==> config.mk <==
export PLATFORM = sky130hd
export DESIGN_NAME = icache_assoc
export DESIGN_NICKNAME = d
export VERILOG_FILES = /design/src/rtl/icache_assoc.sv
export SDC_FILE = /design/constraint.sdc
export NUM_CORES = 2
export LEC_CHECK = 0
export ABC_AREA = 1
export BUFFER_PORTS_ARGS = -buffer_cell sky130_fd_sc_hd__buf_2
export CAP_MARGIN = 20
export CORE_MARGIN = 8
export CORE_UTILIZATION = 60
export CTS_BUF_LIST = sky130_fd_sc_hd__clkbuf_8 sky130_fd_sc_hd__clkbuf_16
export DETAILED_ROUTE_END_ITERATION = 6
export PLACE_DENSITY = 0.84
export SETUP_SLACK_MARGIN = 0.5
export SLEW_MARGIN = 15
export SYNTH_ARGS = -nofsm -noshare
export SYNTH_HDL_FRONTEND = slang
export SYNTH_SLANG_ARGS = --single-unit
==> constraint.sdc <==
create_clock -name CLK -period 7.1 [get_ports CLK]
set_input_delay 0.355 -clock CLK [delete_from_list [all_inputs] [get_ports CLK]]
set_output_delay 0.355 -clock CLK [all_outputs]
set_load 0.005 [all_outputs]
==> src/rtl/icache_assoc.sv <==
// Set-associative instruction cache (1 or 2 ways, multi-word blocks) with an LRU victim and a word-by-word refill FSM.
// Optional hit/miss statistics counters are built when ICACHE_STATS_EN is defined.
module icache_assoc #(
    parameter int SETS     = 8,
    parameter int WAYS     = 2,
    parameter int BLKWORDS = 2
) (
    input  logic        CLK,
    input  logic        nRST,
    input  logic        imemREN,
    input  logic [31:0] imemaddr,
    output logic        ihit,
    output logic [31:0] imemload,
    output logic        iREN,
    output logic [31:0] iaddr,
    input  logic        iwait,
    input  logic [31:0] iload
`ifdef ICACHE_STATS_EN
    ,
    output logic [31:0] hit_count,
    output logic [31:0] miss_count
`endif
);

    localparam int OFF_W   = $clog2(BLKWORDS);
    localparam int WC_W    = (OFF_W > 0) ? OFF_W : 1;
    localparam int IDX_W   = $clog2(SETS);
    localparam int IDX_LSB = 2 + OFF_W;
    localparam int TAG_LSB = IDX_LSB + IDX_W;
    localparam int TAG_W   = 32 - TAG_LSB;
    localparam logic [WC_W-1:0] LAST_WORD = WC_W'(BLKWORDS - 1);

    generate
        if (WAYS != 1 && WAYS != 2) begin : g_bad_ways
            $error("icache_assoc: WAYS must be 1 or 2");
        end
    endgenerate

    typedef enum logic {
        IDLE,
        REFILL
    } state_t;

    state_t state_q, state_d;
    logic [WC_W-1:0]  wordcnt_q, wordcnt_d;
    logic [TAG_W-1:0] ltag_q, ltag_d;
    logic [IDX_W-1:0] lidx_q, lidx_d;
    logic             victim_q, victim_d;

    logic [WAYS-1:0][SETS-1:0]                    valid_q, valid_d;
    logic [WAYS-1:0][SETS-1:0][TAG_W-1:0]         tag_q, tag_d;
    logic [WAYS-1:0][SETS-1:0][BLKWORDS-1:0][31:0] data_q, data_d;
    logic [SETS-1:0]                              lru_q, lru_d;

`ifdef ICACHE_STATS_EN
    logic [31:0] hit_count_q, hit_count_d;
    logic [31:0] miss_count_q, miss_count_d;
    assign hit_count  = hit_count_q;
    assign miss_count = miss_count_q;
`endif

    logic [TAG_W-1:0] req_tag;
    logic [IDX_W-1:0] req_idx;
    logic [WC_W-1:0]  req_off;
    logic             hit_any;
    logic             hit_way;
    logic             pick_way;
    logic             lookup_hit;
    logic             unused_addr_bits;

    assign req_tag = TAG_W'(imemaddr >> TAG_LSB);
    assign req_idx = IDX_W'(imemaddr >> IDX_LSB);
    assign req_off = WC_W'((imemaddr >> 2) & 32'(BLKWORDS - 1));
    assign unused_addr_bits = ^imemaddr[1:0];

    // Lowest-numbered matching way wins, though at most one can match.
    always_comb begin
        hit_any = 1'b0;
        hit_way = 1'b0;
        for (int w = WAYS - 1; w >= 0; w--) begin
            if (valid_q[w][req_idx] && (tag_q[w][req_idx] == req_tag)) begin
                hit_any = 1'b1;
                hit_way = 1'(w);
            end
        end
    end

    // An invalid way is always preferred over evicting live data.
    always_comb begin
        pick_way = lru_q[req_idx];
        for (int w = WAYS - 1; w >= 0; w--) begin
            if (!valid_q[w][req_idx]) begin
                pick_way = 1'(w);
            end
        end
        if (WAYS == 1) begin
            pick_way = 1'b0;
        end
    end

    assign lookup_hit = (state_q == IDLE) && imemREN && hit_any;
    assign ihit       = lookup_hit;
    assign imemload   = lookup_hit ? data_q[hit_way][req_idx][req_off] : 32'd0;
    assign iREN       = (state_q == REFILL);
    assign iaddr      = (state_q == REFILL)
                        ? ((32'(ltag_q) << TAG_LSB) | (32'(lidx_q) << IDX_LSB) | (32'(wordcnt_q) << 2))
                        : 32'd0;

    always_comb begin
        state_d   = state_q;
        wordcnt_d = wordcnt_q;
        ltag_d    = ltag_q;
        lidx_d    = lidx_q;
        victim_d  = victim_q;
        valid_d   = valid_q;
        tag_d     = tag_q;
        data_d    = data_q;
        lru_d     = lru_q;
`ifdef ICACHE_STATS_EN
        hit_count_d  = hit_count_q;
        miss_count_d = miss_count_q;
`endif
        case (state_q)
            IDLE: begin
                if (lookup_hit) begin
                    lru_d[req_idx] = ~hit_way;
`ifdef ICACHE_STATS_EN
                    hit_count_d = hit_count_q + 32'd1;
`endif
                end else if (imemREN) begin
                    ltag_d    = req_tag;
                    lidx_d    = req_idx;
                    victim_d  = pick_way;
                    wordcnt_d = '0;
                    state_d   = REFILL;
`ifdef ICACHE_STATS_EN
                    miss_count_d = miss_count_q + 32'd1;
`endif
                end
            end
            REFILL: begin
                if (!iwait) begin
                    data_d[victim_q][lidx_q][wordcnt_q] = iload;
                    wordcnt_d = wordcnt_q + 1'b1;
                    // Valid and tag flip only here, so a partially filled line never hits.
                    if (wordcnt_q == LAST_WORD) begin
                        valid_d[victim_q][lidx_q] = 1'b1;
                        tag_d[victim_q][lidx_q]   = ltag_q;
                        lru_d[lidx_q]             = ~victim_q;
                        wordcnt_d                 = '0;
                        state_d                   = IDLE;
                    end
                end
            end
            default: state_d = IDLE;
        endcase
    end

    always_ff @(posedge CLK) begin
        if (!nRST) begin
            state_q   <= IDLE;
            wordcnt_q <= '0;
            ltag_q    <= '0;
            lidx_q    <= '0;
            victim_q  <= 1'b0;
            valid_q   <= '0;
            lru_q     <= '0;
`ifdef ICACHE_STATS_EN
            hit_count_q  <= 32'd0;
            miss_count_q <= 32'd0;
`endif
        end else begin
            state_q   <= state_d;
            wordcnt_q <= wordcnt_d;
            ltag_q    <= ltag_d;
            lidx_q    <= lidx_d;
            victim_q  <= victim_d;
            valid_q   <= valid_d;
            lru_q     <= lru_d;
`ifdef ICACHE_STATS_EN
            hit_count_q  <= hit_count_d;
            miss_count_q <= miss_count_d;
`endif
        end
        tag_q  <= tag_d;
        data_q <= data_d;
    end

endmodule

=== Yosys cells after proc, flatten, opt, wreduce, memory -nomap -nowiden ===
Cells that the tools add are included.

* Register bits: 1496
* Bits in writable memories: 0
* Output and inout port bits: 66
* Latch bits: 0
* Word-level logic and storage cells: 152
* Bits in read-only memories: 0
* Input bits: 68
* Memories: 0

* Mux-type cells: 57
* Order comparisons: 10
* Bitwise logic cells: 8
* $add $sub $neg: 1
* Reduce and logical (&&, ||, !) cells: 13
* Multipliers: 0
* Div/mod/pow operators: 0
* Equality and inequality tests: 7
* Shift operators: 0

{| class="wikitable"
|+ Operator list
! operator !! count
|-
| 2-to-1 mux 512 bit || 3
|-
| bitwise mux 1024 bit || 1
|-
| demux 512 bit (select 1 bit) || 1
|-
| bitwise mux 416 bit || 1
|-
| demux 208 bit (select 1 bit) || 1
|-
| 2-to-1 mux 208 bit || 1
|-
| binary-select mux 64 bit (select 3 bit) || 1
|-
| demux 64 bit (select 3 bit) || 1
|-
| 2-to-1 mux 32 bit || 5
|-
| binary-select mux 26 bit (select 3 bit) || 2
|-
| 2-to-1 mux 64 bit || 2
|-
| demux 26 bit (select 3 bit) || 1
|-
| 2-to-1 mux 26 bit || 3
|-
| == test 26 bit || 2
|-
| demux 32 bit (select 1 bit) || 1
|-
| 2-to-1 mux 8 bit || 4
|-
| bitwise OR 32 x 3 -> 32 bit || 1
|-
| bitwise OR 32 x 6 -> 32 bit || 1
|-
| 2-to-1 mux 1 bit || 18
|-
| bitwise mux 8 bit || 2
|-
| bitwise OR 16 bit || 1
|-
| one-hot mux 8 bit (2 select lines) || 1
|-
| AND reduction 3 bit || 4
|-
| binary-select mux 1 bit (select 3 bit) || 3
|-
| 13 further kinds || 35
|}

=== Depth between registers and ports, before layout ===
* Depth after elaboration: 13
* Gate-level depth with buffers: 28

=== Least setup slack after synthesis ===
OpenSTA, ideal clock, no wires.

* Path type: reg2reg
* From: register state_q, in the netlist iREN
* To: register data_q[928] (netlist name), enable pin
* Clock period less this slack: 5.084 ns
* Setup slack: 2.016 ns
* Cell stages (with the launch flop): 10
* Data arrival time: 4.579 ns
* Cells stage by stage: dfxtp_1 > clkbuf_1 > clkinv_1 > nor2_1 > inv_1 > nor2_1 > clkinv_1 > nor2_1 > inv_1 > nor4_1

* Cells in the longest elaborated chain, start to end: 1

{| class="wikitable"
|+ Ends and longest elaborated chain
! item !! RTL line !! source
|-
| from (decl) || 44 || <nowiki>state_t state_q, state_d;</nowiki>
|-
| from (signal assigned) || 173 || <nowiki>state_q <= state_d;</nowiki>
|-
| AND reduction 2 bit (no source line) || - ||
|-
| to (signal assigned) || 186 || <nowiki>data_q <= data_d;</nowiki>
|-
| to (decl) || 52 || <nowiki>logic [WAYS-1:0][SETS-1:0][BLKWORDS-1:0][31:0] data_q, data_d;</nowiki>
|}

No other way between the ends.
A chain may end at the register's enable or synchronous reset.

=== Worst setup path in the final report ===
* From: input imemaddr[4]
* To: output imemload[17]

* Cells in the longest elaborated chain, start to end: 13
* Elaborated cells between the ends (all ways): 23

{| class="wikitable"
|+ Ends and longest elaborated chain
! item !! RTL line !! source
|-
| from (decl) || 11 || <nowiki>input logic [31:0] imemaddr,</nowiki>
|-
| binary-select mux 26 bit (select 3 bit) || 81 || <nowiki>if (valid_q[w][req_idx] && (tag_q[w][req_idx] == req_tag)) begin</nowiki>
|-
| 2-to-1 mux 26 bit (not written as such) || 81 ||
|-
| == test 26 bit || 81 ||
|-
| logical AND 1 bit || 81 ||
|-
| 2-to-1 mux 1 bit (2 in a row) || 81 ||
|-
| 2-to-1 mux 512 bit (not written as such) (2 in a row) || 103 || <nowiki>assign imemload = lookup_hit ? data_q[hit_way][req_idx][req_off] : 32'd0;</nowiki>
|-
| binary-select mux 64 bit (select 3 bit) || 103 ||
|-
| 2-to-1 mux 64 bit (not written as such) || 103 ||
|-
| 2-to-1 mux 32 bit (not written as such) (2 in a row) || 103 ||
|-
| 2-to-1 mux 32 bit (*) || 103 ||
|-
| to (decl) || 13 || <nowiki>output logic [31:0] imemload,</nowiki>
|}

Every way passes the cells marked *; elsewhere a longest branch is shown, timed or not. The select of a mux whose other input is x is not followed.

==> impl_metrics.tcl <==
set metrics [dict create \
    powerDensity_nw_per_um2 260 \
    portBuffers 129 \
    crit_top_cell "nand2_1" \
    core-area_um2 103000 \
    p_comb_share_pct 4.7 \
    yosysTopAreaCell "edfxtp_1" \
    cts-resized-gates 0 \
    layout.nets 5938 \
    syn_inst 5792 \
    cts.sinks 1496 \
    p_sw_share_pct 21.8 \
    fin_crit_sh_pct 88.6 \
    path_max_fanout 172 \
    critPathMaxStageDelay_ns 0.71 \
    setup-violations-final 0 \
    syn_to_final_growth_pct 11.3 \
    wl_mm 184 \
    synthTopCellsByCount "nand2_1 (1907), edfxtp_1 (1440), nand3_1 (965)" \
    yosys.area.top_type_share_pct 69.0 \
    root_buffer "clkbuf_16" \
    hpwlAfterDp_mm 91.5 \
    worstPathCellList "buf_2, nand2_2, clkinv_2, nand3b_1, nand2_1, o21ai_0, nand2_1, nor2_1, nand2_1, nor2_1, nand2_1, nor2_4, buf_12, nand3_1, nand3_1, nand2_1, nand2_1, nand2_1, o21ai_1, nand2_1, nor2_1, buf_2" \
    cp-end-kind "output pin" \
    hp-class "primary input to flip-flop" \
    crit_path_top_delay_cell "clkinv_2" \
    grt_pass1_wl_mm 269 \
    p_seq_share_pct 54.1 \
    whs_ns 0.0517 \
    cts_hold_buf 26 \
    dr.first_iter.drc_count 7573 \
    drive_gt1_share_pct 8.55 \
    placed_area_um2 64800 \
    critPathLaunchType "primary input" \
    fin_setup_tns_ns 0 \
    finalHoldViolCount 0 \
    avgSynthCellArea_um2 10.8 \
    grt_pass1_vias 44800 \
    leakagePower_nw 27.3 \
    clock_latency_ns 0.75 \
    tightestPinTransition_ns 1.19 \
    synth_area_leaders "edfxtp_1 (69%), nand2_1 (11%), nand3_1 (7.7%)" \
    power_mw 18.1 \
    avgViaCountPerCell 6.28 \
    die_h_um 339 \
    worst_clock_skew_ns 0.0225 \
    switchingPower_mw 3.95 \
    io_pins 134 \
    required_ns 6.74 \
    place_congestion 0.912 \
    reg2reg_slack_ns 2.85 \
    yosys.cell_types.count 41 \
    ys_ff_latch 1496 \
    clockBufferDepth 3 \
    grt_usage_pct 30.7 \
    finalCriticalPeriod_ns 6.29 \
    synthFlopType "edfxtp_1" \
    yosysMostFrequentCell "nand2_1" \
    ys_seq_area_share_pct 70.8 \
    grt_antenna_before_repair 13 \
    vias 46200 \
    fin_area_um2 69800 \
    fillers 6497 \
    status "finished, violations left" \
    crit_arrival_ns 5.94 \
    internal_power_mw 14.2 \
    violations "design-rule violations" \
    die_w_um 339 \
    drc_errors 2 \
    ant_nets 0 \
    wire_per_inst_um 25.0 \
    final_max_slew_viol_count 0 \
    drt_pass1_iterations 7 \
    htree_levels 4 \
    post_cts_buffers 0 \
    ys_async_sr_fraction_pct 0 \
    core.rowCount 118 \
    drv_cap 0 \
    clockPowerShare_pct 41.2 \
    crit_type "primary input to output pin" \
    max_slew_margin_pct 20.8 \
    clk_pin_slew_ns 0.07 \
    fmax_mhz 159 \
    cts_tree "built" \
    synth_warnings 0 \
    start_util_pct 60.5 \
    ir_drop_mv 0.231 \
    synth_edf_count 1440 \
    grt_max_degree 221 \
    die_area_um2 115000 \
    grt-ovfl-total 0 \
    rsz0062_at_grt "no" \
    cts_buffers 142 \
    syn_area_um2 62700 \
]
==> stage by stage <==
stage          instances  setup WS [ns]  utilization, %
5_1_grt             7362          0.638            67.4
4_1_cts             7352           1.03            67.3
3_5_place_dp        7076           1.10            62.6
2_1_floorplan       5793           2.02               -
3_3_place_gp        7073           1.20            62.6
6_report            7365          0.806            67.4
==> layout make-up <==
type / instances / area [µm²] / share of cell area (%)
sequential: 1496 / 44400 / 63.6
clock inverter: 102 / 873 / 1.25
inverter: 389 / 1470 / 2.11
multi-input combinational: 3596 / 15700 / 22.6
timing repair buffer: 245 / 1880 / 2.69
tap: 1380 / 1730 / 2.48
antenna: 9 / 22.5 / 0.0323
clock buffer: 148 / 3670 / 5.26
==> logic make-up (layout without fill, tap and decap cells) <==
| kind of cell | Yosys count | in the layout | synth area share, % |
|---|---|---|---|
| compound gates | 209 | 209 | 1.81 |
| xor+xnor | 1 | 1 | 0.0140 |
| buf+inv | 701 | 884 | 4.83 |
| flops | 1496 | 1496 | 70.8 |
| other cells | 1 | 11 | 0.00598 |
| simple gates | 3384 | 3384 | 22.6 |
==> worst max-delay path: cells and delay by family <==
kind,cells,cell delay [ns]
simple gates,16,2.85
buf+inv,4,1.84
compound gates,2,0.63
==> power by group through the flow <==
stage | Combinational, mW | Sequential [mW] | Clock, mW
floorplan | 0.447 | 9.96 | 0
global placement | 0.755 | 9.98 | 0
detailed placement | 0.781 | 9.98 | 0
CTS | 0.808 | 9.80 | 7.45
global route | 0.894 | 9.80 | 7.79
finish | 0.842 | 9.80 | 7.47
==> layer usage <==
metal | GRT usage (%) | vias to the layer above | share of wire, %
li1 | - | 19700 | -
met1 | 38.8 | 21600 | 32
met2 | 47.8 | 4000 | 45
met3 | 7.63 | 939 | 15
met4 | 19.3 | 2 | 7.3
met5 | 0 | - | 0.0071
==> worst paths after layout <==
path / to / startpoint / depth (start not counted)
worst max register to register: ltag_q[24]$_SDFFE_PN0P_ / tag_q[371]$_DFFE_PP_ / 16
worst min register to register: lru_q[5]$_SDFFE_PN0P_ / lru_q[5]$_SDFFE_PN0P_ / 2
worst max-delay path: imemload[17] / imemaddr[4] / 22
worst min-delay path: iREN$_SDFF_PN0_ / iwait / 3
==> registers in the layout (all words and copies together), names as in the netlist <==
name and flops:
iREN 1, lidx_q 3, ltag_q 26, valid_q 16
data_q 1024, victim_q 1, lru_q 8, tag_q 416
wordcnt_q 1
==> cell usage in the layout (no fill, tap or decap), types with 3 or more instances in the layout <==
cell / instances
nand2_1: 1906
edfxtp_1: 1440
nand3_1: 965
inv_1: 407
nor2_1: 379
clkbuf_16: 145
buf_2: 128
buf_4: 70
o21ai_0: 67
a21oi_1: 62
nor2_4: 60
dfxtp_1: 56
o21ai_1: 44
clkinv_1: 31
dlygate4sd3_1: 26
or2_2: 24
clkinv_2: 21
o211ai_1: 18
nand3b_1: 17
buf_12: 15
nor3_1: 13
bufinv_16: 13
diode_2: 9
o22ai_1: 9
inv_6: 6
or2_1: 5
buf_16: 5
or2_0: 4
inv_2: 4
inv_16: 4
clkbuf_8: 3
Power figures use the tool's default switching activity.
